**src/rtl/aes_spi_master_pkg.sv**
```systemverilog
// Shared definitions for the AES SPI initiator and its accelerator-side bench model.
// Holds the controller state encoding and the load/read frame lengths.
// No logic lives here; importers size their counters from these constants.
package aes_spi_pkg;

   typedef enum logic [2:0] {
      ST_IDLE,
      ST_LOAD,
      ST_GAP,
      ST_WAIT_DONE,
      ST_READ,
      ST_FIN
   } state_t;

   // {key, plaintext} shifted out per request
   localparam int LOAD_BITS = 256;
   // cyphertext bits clocked back per request
   localparam int READ_BITS = 128;

endpackage

```
**src/rtl/aes_spi_master_sync2.sv**
```systemverilog
// Generic two-flop synchronizer for a single asynchronous level.
// Latency: two clk cycles from input change to output change.
// No handshake; the input is assumed to be slow compared with clk.
module sync2 (
   input  logic i_clk,
   input  logic i_reset,
   input  logic i_d,
   output logic o_q
);

   logic r_ff1;
   logic r_ff2;

   // two-stage capture of the asynchronous level
   always_ff @(posedge i_clk) begin
      if (i_reset) begin
         r_ff1 <= 1'b0;
         r_ff2 <= 1'b0;
      end else begin
         r_ff1 <= i_d;
         r_ff2 <= r_ff1;
      end
   end

   assign o_q = r_ff2;

endmodule

```
**src/rtl/aes_spi_master.sv**
```systemverilog
// SPI initiator: loads key+plaintext into the AES accelerator, waits for done, reads cyphertext.
// Latency: 512*CLK_DIV load + CLK_DIV gap + done wait + 256*CLK_DIV read + 1 cycle to valid.
// Requests arriving while busy are dropped; a missing done aborts with a one-cycle err.
module aes_spi_master
   import aes_spi_pkg::*;
#(
   parameter int CLK_DIV = 4,
   parameter int TIMEOUT = 65535
) (
   input  logic         i_clk,
   input  logic         i_reset,
   input  logic         i_start,
   input  logic [127:0] i_key,
   input  logic [127:0] i_plaintext,
   output logic         o_busy,
   output logic         o_valid,
   output logic         o_err,
   output logic [127:0] o_cyphertext,
   output logic         o_sclk,
   output logic         o_mosi,
   output logic         o_ce,
   input  logic         i_miso,
   input  logic         i_done_in
);

   localparam int DIV_W = $clog2(2 * CLK_DIV);
   localparam int TO_W  = $clog2(TIMEOUT + 1);

   // one sclk period is 2*CLK_DIV clk cycles: low half first, then high half
   localparam logic [DIV_W-1:0] DIV_LAST  = DIV_W'(2 * CLK_DIV - 1);
   localparam logic [DIV_W-1:0] DIV_HI    = DIV_W'(CLK_DIV);
   localparam logic [DIV_W-1:0] GAP_LAST  = DIV_W'(CLK_DIV - 1);
   localparam logic [TO_W-1:0]  TO_MAX    = TO_W'(TIMEOUT);
   localparam logic [8:0]       LOAD_LAST = 9'(LOAD_BITS - 1);
   localparam logic [8:0]       READ_LAST = 9'(READ_BITS - 1);

   state_t             r_state;
   state_t             w_next;
   logic [DIV_W-1:0]   r_div;
   logic [8:0]         r_bit;
   logic [TO_W-1:0]    r_to;
   logic [255:0]       r_sh;
   logic [127:0]       r_res;
   logic [127:0]       r_cyph;
   logic               w_done_s;
   logic               w_miso_s;
   logic               w_bit_end;

   sync2 u_sync_done (
      .i_clk   (i_clk),
      .i_reset (i_reset),
      .i_d     (i_done_in),
      .o_q     (w_done_s)
   );

   sync2 u_sync_miso (
      .i_clk   (i_clk),
      .i_reset (i_reset),
      .i_d     (i_miso),
      .o_q     (w_miso_s)
   );

   assign w_bit_end    = (r_div == DIV_LAST);
   assign o_cyphertext = r_cyph;

   // state register
   always_ff @(posedge i_clk) begin
      if (i_reset) r_state <= ST_IDLE;
      else         r_state <= w_next;
   end

   // next-state decode
   always_comb begin
      w_next = r_state;
      case (r_state)
         ST_IDLE:      if (i_start) w_next = ST_LOAD;
         ST_LOAD:      if (w_bit_end && (r_bit == LOAD_LAST)) w_next = ST_GAP;
         ST_GAP:       if (r_div == GAP_LAST) w_next = ST_WAIT_DONE;
         ST_WAIT_DONE: if (w_done_s) w_next = ST_READ;
                       else if (r_to == TO_MAX) w_next = ST_IDLE;
         ST_READ:      if (w_bit_end && (r_bit == READ_LAST)) w_next = ST_FIN;
         ST_FIN:       w_next = ST_IDLE;
         default:      w_next = ST_IDLE;
      endcase
   end

   // counters, load shifter and result capture; counters restart on every state change
   always_ff @(posedge i_clk) begin
      if (i_reset) begin
         r_div  <= '0;
         r_bit  <= '0;
         r_to   <= '0;
         r_sh   <= '0;
         r_res  <= '0;
         r_cyph <= '0;
      end else begin
         r_to <= (r_state == ST_WAIT_DONE) ? r_to + 1'b1 : '0;

         if (r_state != w_next) begin
            r_div <= '0;
            r_bit <= '0;
         end else if (r_state inside {ST_LOAD, ST_GAP, ST_READ}) begin
            r_div <= w_bit_end ? '0 : r_div + 1'b1;
            if (w_bit_end) r_bit <= r_bit + 1'b1;
         end

         // mosi is r_sh[255]; it advances only at a bit boundary, so it is stable across sclk rise
         if ((r_state == ST_IDLE) && i_start)
            r_sh <= {i_key, i_plaintext};
         else if ((r_state == ST_LOAD) && w_bit_end)
            r_sh <= {r_sh[254:0], 1'b0};

         // miso sampled the cycle sclk goes high; first bit ends up in bit 127
         if ((r_state == ST_READ) && (r_div == DIV_HI))
            r_res <= {r_res[126:0], w_miso_s};

         if ((r_state == ST_READ) && (w_next == ST_FIN))
            r_cyph <= r_res;
      end
   end

   // pin and status outputs decoded from state and phase
   always_comb begin
      o_ce    = (r_state == ST_LOAD) || (r_state == ST_GAP);
      o_sclk  = ((r_state == ST_LOAD) || (r_state == ST_READ)) && (r_div >= DIV_HI);
      o_mosi  = (r_state == ST_LOAD) ? r_sh[255] : 1'b0;
      o_busy  = (r_state != ST_IDLE);
      o_valid = (r_state == ST_FIN);
      o_err   = (r_state == ST_WAIT_DONE) && !w_done_s && (r_to == TO_MAX);
   end

endmodule

```
**config.mk**
```make
export PLATFORM = sky130hd
export DESIGN_NAME = aes_spi_master
export DESIGN_NICKNAME = d
export VERILOG_FILES = /design/src/rtl/aes_spi_master_pkg.sv /design/src/rtl/aes_spi_master_sync2.sv /design/src/rtl/aes_spi_master.sv
export SDC_FILE = /design/constraint.sdc
export NUM_CORES = 1
export LEC_CHECK = 0
export CAP_MARGIN = 20
export CORE_ASPECT_RATIO = 1.25
export CORE_MARGIN = 2
export CORE_UTILIZATION = 47
export DETAILED_ROUTE_END_ITERATION = 6
export PLACE_DENSITY = 0.82
export SLEW_MARGIN = 25
export SYNTH_ARGS = -nofsm -noshare
export SYNTH_HDL_FRONTEND = slang
export SYNTH_SLANG_ARGS = --single-unit
```
**constraint.sdc**
```tcl
create_clock -name i_clk -period 2.4 [get_ports i_clk]
set_clock_uncertainty 0.2 [all_clocks]
set_input_delay 0.48 -clock i_clk [delete_from_list [all_inputs] [get_ports i_clk]]
set_output_delay 0.48 -clock i_clk [all_outputs]
set_load 0.01 [all_outputs]
```
After elaboration in Yosys (flattened, before gate mapping)
Cells that the tools add are included. Widths: inputs -> output; s select.

Equal/unequal tests: 13. Add/subtract/negate cells: 3. Bitwise operators: 1. Muxes and demuxes: 11. Reduce and logical (&&, ||, !) cells: 19. Magnitude comparators: 1.

Operator list (number): $mux 256 (2); $mux 3 (7); $add 16x1->16 const B (1); $eq 16x16->1 const B (1); $eq 3x3->1 const B (5); $pmux 3 s5 (1); $add 9x1->9 const B (1); $eq 3x2->1 const B (3); $eq 9x7->1 const B (1); $eq 9x8->1 const B (1); $logic_and 1x1->1 (9); $reduce_bool 3->1 (2); $reduce_or 2->1 (2); $add 3x1->3 const B (1); $eq 3x1->1 const B (1); $ge 3x3->1 const B (1); $logic_not 3->1 (1); $ne 3x3->1 (1); $logic_or 1x1->1 (2); $reduce_and 2->1 (1); $reduce_bool 2->1 (1); $logic_not 1->1 (1); $mux 1 (1); $not 1->1 (1).

Logic and storage cells: 59. Output and inout bits: 134. Register bits after elaboration: 547. Bits of input ports: 261.

Longest topological paths before layout
Gate-level depths: netlist (run 1).

Depth in word-level cells: 6. Mapped depth: 10. Gate-level depth less buffers: 8.

Modules after synthesis
A second synthesis (run 1) with hierarchy kept.

Cells, all modules: 2733. Area, all modules: 21395.5 µm².

By module, submodules not included: aes_spi_master (instances 1, sequential area each 10870.4 µm², area an instance 21290.4 µm², cells an instance 2725); sync2 (instances 2, sequential area each 40.0 µm², area an instance 52.6 µm², cells an instance 4).

Worst setup path after synthesis (run 1)
No wires, ideal clock.

Kind: register to register. From: reg r_div[0]. To: reg r_cyph[117] (netlist: o_cyphertext[117]). Buffers on the path: 4. Data required time: 2.068 ns. Slack: -0.093 ns. Stages on the path, launching flop included: 11. Arrival: 2.160 ns. Clock period less this slack: 2.493 ns. Setup time: 0.132 ns. Cells stage by stage: dfxtp_1 -> ha_1 -> ha_1 -> buf_2 -> or3b_2 -> or4_1 -> buf_2 -> buf_6 -> buf_6 -> nand2_1 -> a21oi_1.

Longest elaborated chain between the ends: 6. Elaborated cells between the ends (all ways): 10. Classes of those cells: eq/ne: 3; mux: 4; reduce/logical: 3.

RTL lines: from (decl) (line aes_spi_master.sv:39) `logic [DIV_W-1:0] r_div;`; from (signal assigned) (line aes_spi_master.sv:103) `r_div <= w_bit_end ? '0 : r_div + 1'b1;`; $eq 3x3->1 (line aes_spi_master.sv:63) `assign w_bit_end = (r_div == DIV_LAST);`; $logic_and 1x1->1 (on tied branches) (line aes_spi_master.sv:81, aes_spi_master.sv:77); $mux 3 (on tied branches) (line aes_spi_master.sv:81, aes_spi_master.sv:77); $pmux 3 s5 * (line aes_spi_master.sv:75) `case (r_state)`; $eq 3x3->1 * (line aes_spi_master.sv:117) `if ((r_state == ST_READ) && (w_next == ST_FIN))`; $logic_and 1x1->1 * (line aes_spi_master.sv:117); to (signal assigned) (line aes_spi_master.sv:118) `r_cyph <= r_res;`; to (decl) (line aes_spi_master.sv:44) `logic [127:0] r_cyph;`.

Every way passes the cells marked *; elsewhere a longest branch is shown, timed or not. A chain may end at the register's enable or synchronous reset.

Worst setup path in the final report (run 1)
From: reg r_to[13]. To: out o_err.

Longest elaborated chain between the ends: 2.

RTL lines: from (decl) (line aes_spi_master.sv:41) `logic [TO_W-1:0] r_to;`; from (signal assigned) (line aes_spi_master.sv:97) `r_to <= (r_state == ST_WAIT_DONE) ? r_to + 1'b1 : '0;`; $eq 16x16->1 (line aes_spi_master.sv:129) `o_err = (r_state == ST_WAIT_DONE) && !w_done_s && (r_to == TO_MAX);`; $logic_and 1x1->1 (line aes_spi_master.sv:129); to (decl) (line aes_spi_master.sv:17) `output logic o_err,`.

No other way between the ends.

==> results.rst, run 1 <==
.. list-table::
   :header-rows: 1

   * - Metric
     - Value
   * - Die Footprint
     - 0.0471 mm²
   * - Required time of the critical path
     - 1720 ps
   * - Number of search-and-repair iterations in the first detailed-routing pass
     - 7
   * - Final global-route overflow total
     - 0
   * - Origin of the worst min-delay path
     - i_reset
   * - Average cell area after synthesis
     - 7.79 µm²
   * - Async set-or-reset flop fraction in the synthesized netlist
     - 0%
   * - Number of global-route vias before repair
     - 19071
   * - Result of the run
     - finished, violations left
   * - Via Count
     - 20592
   * - Final routed DRC violation total
     - 0
   * - Type of destination of the critical path
     - primary output
   * - Fmax achieved
     - 378 MHz
   * - Count of flip-flops with a built-in enable after synthesis
     - 0
   * - Final clock period utilization by the worst path
     - 110%
   * - Maximum fanout count along the critical path
     - 2
   * - Dpl ws
     - -266 ps
   * - Slowest cell on the critical path
     - sky130_fd_sc_hd__or4_4
   * - Total count of max-transition violations in the final report
     - 0
   * - GR Util All Layers
     - 23.3%
   * - Fin crit period
     - 2650 ps
   * - Post-synthesis instance area
     - 0.0213 mm²
   * - Basic-gate share of the synthesized area counting and, or, nand and nor cells
     - 24.9%
   * - Max-cap viol count
     - 0
   * - Hold-fix buffers at CTS
     - 0
   * - CP startpoint
     - r_to[13]$_SDFF_PP0_
   * - Actual slew at the worst max-slew pin
     - 601 ps
   * - Final RePlAce weighted congestion
     - 0.887
   * - Ordered list of cells on the worst path
     - nand4_1, or4_4, nor3_2, buf_4, buf_6
   * - Leak Pwr
     - 9.61 nW
   * - Adder-cell share of the synthesized area
     - 0.411%
   * - Final worst setup slack
     - -249 ps
   * - Post-synth top flop
     - sky130_fd_sc_hd__dfxtp_1
   * - Buffers on Ports
     - 394
   * - Top-area cell type share of the netlist area
     - 51.4%
   * - Dominant cell type by area after synthesis
     - sky130_fd_sc_hd__dfxtp_1
   * - Endpoint of the worst-slack reg-to-reg timing path
     - o_cyphertext[62]$_SDFFE_PP0P_
   * - Hold Path Class
     - primary input to flip-flop
   * - Peak supply drop
     - 458 µV
   * - Number of antenna repair diodes
     - 0
   * - Number of antenna violations at the first check in global routing
     - 2
   * - Buffer cell driving the clock tree root
     - sky130_fd_sc_hd__clkbuf_16
   * - Syn. warnings
     - 0
   * - Multiplexer share of the synthesized area
     - 0.235%
   * - Number of failing hold endpoints at the final stage
     - 0
   * - Worst Hold Endpoint
     - o_cyphertext[14]$_SDFFE_PP0P_
   * - Total core area
     - 0.0450 mm²
   * - Worst Path Arrival
     - 1970 ps
   * - CTS tree
     - built
   * - Number of cells produced by synthesis
     - 2736
   * - Deepest clock path buffer count
     - 3
   * - Antenna Violating Nets Remaining
     - 0
   * - Power density over the cells
     - 703 mW/mm²
   * - Vias per cell
     - 5.62
   * - Die X
     - 194 µm
   * - Crit Reg-Reg Startpoint
     - r_div[0]$_SDFFE_PP0N_
   * - Reg clk slew, reported paths
     - 60 ps
   * - Worst Setup Start Kind
     - flip-flop
   * - Final nets
     - 3310
   * - Total wire length
     - 60.5 mm
   * - Share of final-layout standard cells stronger than drive strength 1
     - 7.40%
   * - Reg-to-reg setup timing slack
     - -120 ps
   * - Top cells by area in the synthesized netlist
     - sky130_fd_sc_hd__dfxtp_1 (51%), sky130_fd_sc_hd__nand2_1 (18%), sky130_fd_sc_hd__a311oi_1 (10%)
   * - Num CTS Buffers
     - 51
   * - Synthesized-area fraction occupied by ao, oa, aoi and oai cells
     - 17.4%
   * - Relative max-transition margin
     - 60.0%
   * - First-pass GRT wire length
     - 92.8 mm
   * - Setup violations, final
     - 123
   * - Setup repair after global routing missed its margin
     - yes
   * - Proportion of synthesized chip area in sequential cells
     - 51.4%
   * - Initial DRC Count
     - 1654
   * - Total I/O pin count
     - 395
   * - Placement row count
     - 87
   * - R2R depth
     - 7
   * - Worst stage delay on the critical path
     - 550 ps
   * - Sum of internal, switching and leakage power
     - 19.9 mW
   * - Post-detailed-route wirelength per cell
     - 16.5 µm
   * - Count of clock tree sinks
     - 547
   * - Post-synth cell types
     - 40
   * - Estimated wirelength of the detail-placed design
     - 38.3 mm
   * - Failing checks
     - negative setup slack
   * - Initial standard-cell utilization of the core
     - 47.4%
   * - Total number of H-tree levels
     - 2
   * - Pin count of the biggest net entering global routing
     - 129
   * - Parity-gate share of the synthesized area counting xor and xnor cells
     - 0.698%
   * - Worst-Skew Late Latency
     - 560 ps
   * - Die span in y
     - 242 µm
   * - Combinational family with the most area after synthesis
     - simple AND/OR/NAND/NOR gates
   * - Post-synthesis net count
     - 3004
   * - Setup Crit Path Kind
     - flip-flop to primary output
   * - Hold Path Stages
     - 2
   * - Register bit count reported by yosys
     - 547
   * - Area growth from synthesis to layout
     - 32.4%
[per-layer routing]
layer	global-route usage (%)	wire [µm]	part of all wire, %
met5	0	26	0.043
met4	7.65	1820	3.0
met3	3.51	4600	7.6
met2	40.6	30100	50
met1	29.4	24000	40
[registers in the layout, indices dropped and copies added, names as in the netlist]
| register | cells |
|---|---|
| r_to | 16 |
| u_sync_miso.r_ff1 | 1 |
| o_cyphertext | 128 |
| u_sync_done.r_ff1 | 1 |
| u_sync_done.o_q | 1 |
| r_bit | 9 |
| r_div | 3 |
| r_res | 128 |
| r_sh | 256 |
| r_state | 3 |
| u_sync_miso.o_q | 1 |
[worst max-delay path, delay by kind of cell (launching register included)]
kind / cells / cell delay (ps)
DFF: 1 / 330
and+or+nand+nor: 3 / 860
buffers and inverters: 2 / 230
[power breakdown]
part           total (mW)  internal [mW]  switching, mW
Combinational        1.53          0.770          0.760
Clock                8.63           5.17           3.46
Sequential           9.69           9.47          0.219
Total                19.9           15.4           4.44
[stage by stage]
| stage | instance area, µm² | hold WS [ps] | util (%) | setup TNS (ps) | cells |
|---|---|---|---|---|---|
| 2_1_floorplan | 21300 | 214 | - | 0 | 2736 |
| 3_3_place_gp | 26000 | 233 | 57.9 | -315 | 3555 |
| 3_5_place_dp | 26000 | 233 | 57.9 | -266 | 3555 |
| 4_1_cts | 27900 | 40.8 | 62.0 | -275 | 3649 |
| 5_1_grt | 28200 | 68.8 | 62.8 | -13860 | 3661 |
| 6_report | 28200 | 68.8 | 62.8 | -6480 | 3661 |
[cells in the final DEF, fill, tap and decap left out, types with 4 or more instances in the layout]
master / n
sky130_fd_sc_hd__nand2_1: 1022
sky130_fd_sc_hd__dfxtp_1: 535
sky130_fd_sc_hd__clkdlybuf4s50_1: 387
sky130_fd_sc_hd__nor2_1: 275
sky130_fd_sc_hd__a21oi_1: 256
sky130_fd_sc_hd__a311oi_1: 254
sky130_fd_sc_hd__clkbuf_16: 59
sky130_fd_sc_hd__buf_4: 56
sky130_fd_sc_hd__buf_12: 27
sky130_fd_sc_hd__clkbuf_1: 13
sky130_fd_sc_hd__xnor2_1: 12
sky130_fd_sc_hd__nand3_1: 11
sky130_fd_sc_hd__inv_1: 10
sky130_fd_sc_hd__nor3_1: 10
sky130_fd_sc_hd__dfxtp_2: 10
sky130_fd_sc_hd__clkbuf_8: 8
sky130_fd_sc_hd__clkinv_2: 8
sky130_fd_sc_hd__bufinv_16: 8
sky130_fd_sc_hd__buf_6: 7
sky130_fd_sc_hd__nand4_1: 6
sky130_fd_sc_hd__nand2_4: 6
sky130_fd_sc_hd__a21oi_2: 6
sky130_fd_sc_hd__o21ai_0: 6
sky130_fd_sc_hd__mux2i_1: 5
sky130_fd_sc_hd__or3_1: 5
sky130_fd_sc_hd__nor2b_1: 5
sky130_fd_sc_hd__a211oi_1: 5
sky130_fd_sc_hd__xor2_1: 4
sky130_fd_sc_hd__nor4_1: 4
sky130_fd_sc_hd__ha_1: 4
[kinds of logic after synthesis]
| group | Yosys count |
|---|---|
| compound gates | 540 |
| xor+xnor | 17 |
| fa+ha+maj | 7 |
| buf+inv | 249 |
| flops | 547 |
| mux | 5 |
| simple gates | 1371 |
[area by class of cell]
cell class / count / area [µm²]
Clock buffer: 74 / 1490
Clock inverter: 20 / 314
Fill cell: 3548 / 16700
Inverter: 10 / 37.5
Multi-Input combinational cell: 1941 / 9530
Sequential cell: 547 / 11000
Tap cell: 578 / 723
Timing Repair Buffer: 491 / 5170
[cells in the mapped netlist (all sizes together), types with 2 or more instances]
cell type	count
a2111oi	2
a211oi	5
a21oi	263
a311oi	254
and3	4
and3b	3
buf	48
clkbuf	191
dfxtp	547
ha	7
inv	10
mux2i	5
nand2	1028
nand2b	2
nand3	13
nand4	6
nor2	277
nor2b	5
nor3	12
nor4	5
o21ai	7
o31ai	3
or3	6
or3b	2
or4	5
xnor2	13
xor2	4
[how the worst max path moves through the flow]
stage	end	slack [ps]	cells past startpoint
final	o_err	-250	5
after floorplan	o_cyphertext[117]$_SDFFE_PP0P_	60	10
after global placement	o_err	-310	6
after detailed placement	o_err	-270	6
after CTS	o_err	-280	5
after global routing	o_err	-320	5
[timing repair]
item / 4_1_cts / 5_1_grt
pin swaps: 3 / 16
setup endpoints to repair: 6 / 27
cloned: 0 / 9
buffers inserted: 0 / 3
resized for setup: 31 / 41
Power figures use the tool's default switching activity.
==> run 2, diff against run 1 <==
--- a/config.mk
+++ b/config.mk
@@ -11,7 +11,6 @@
 export CORE_UTILIZATION = 47
 export DETAILED_ROUTE_END_ITERATION = 6
 export PLACE_DENSITY = 0.82
-export SLEW_MARGIN = 25
 export SYNTH_ARGS = -nofsm -noshare
 export SYNTH_HDL_FRONTEND = slang
 export SYNTH_SLANG_ARGS = --single-unit
==> results of run 2 <==
Same layout as run 1: the final DEF is identical, and so are final timing and power.
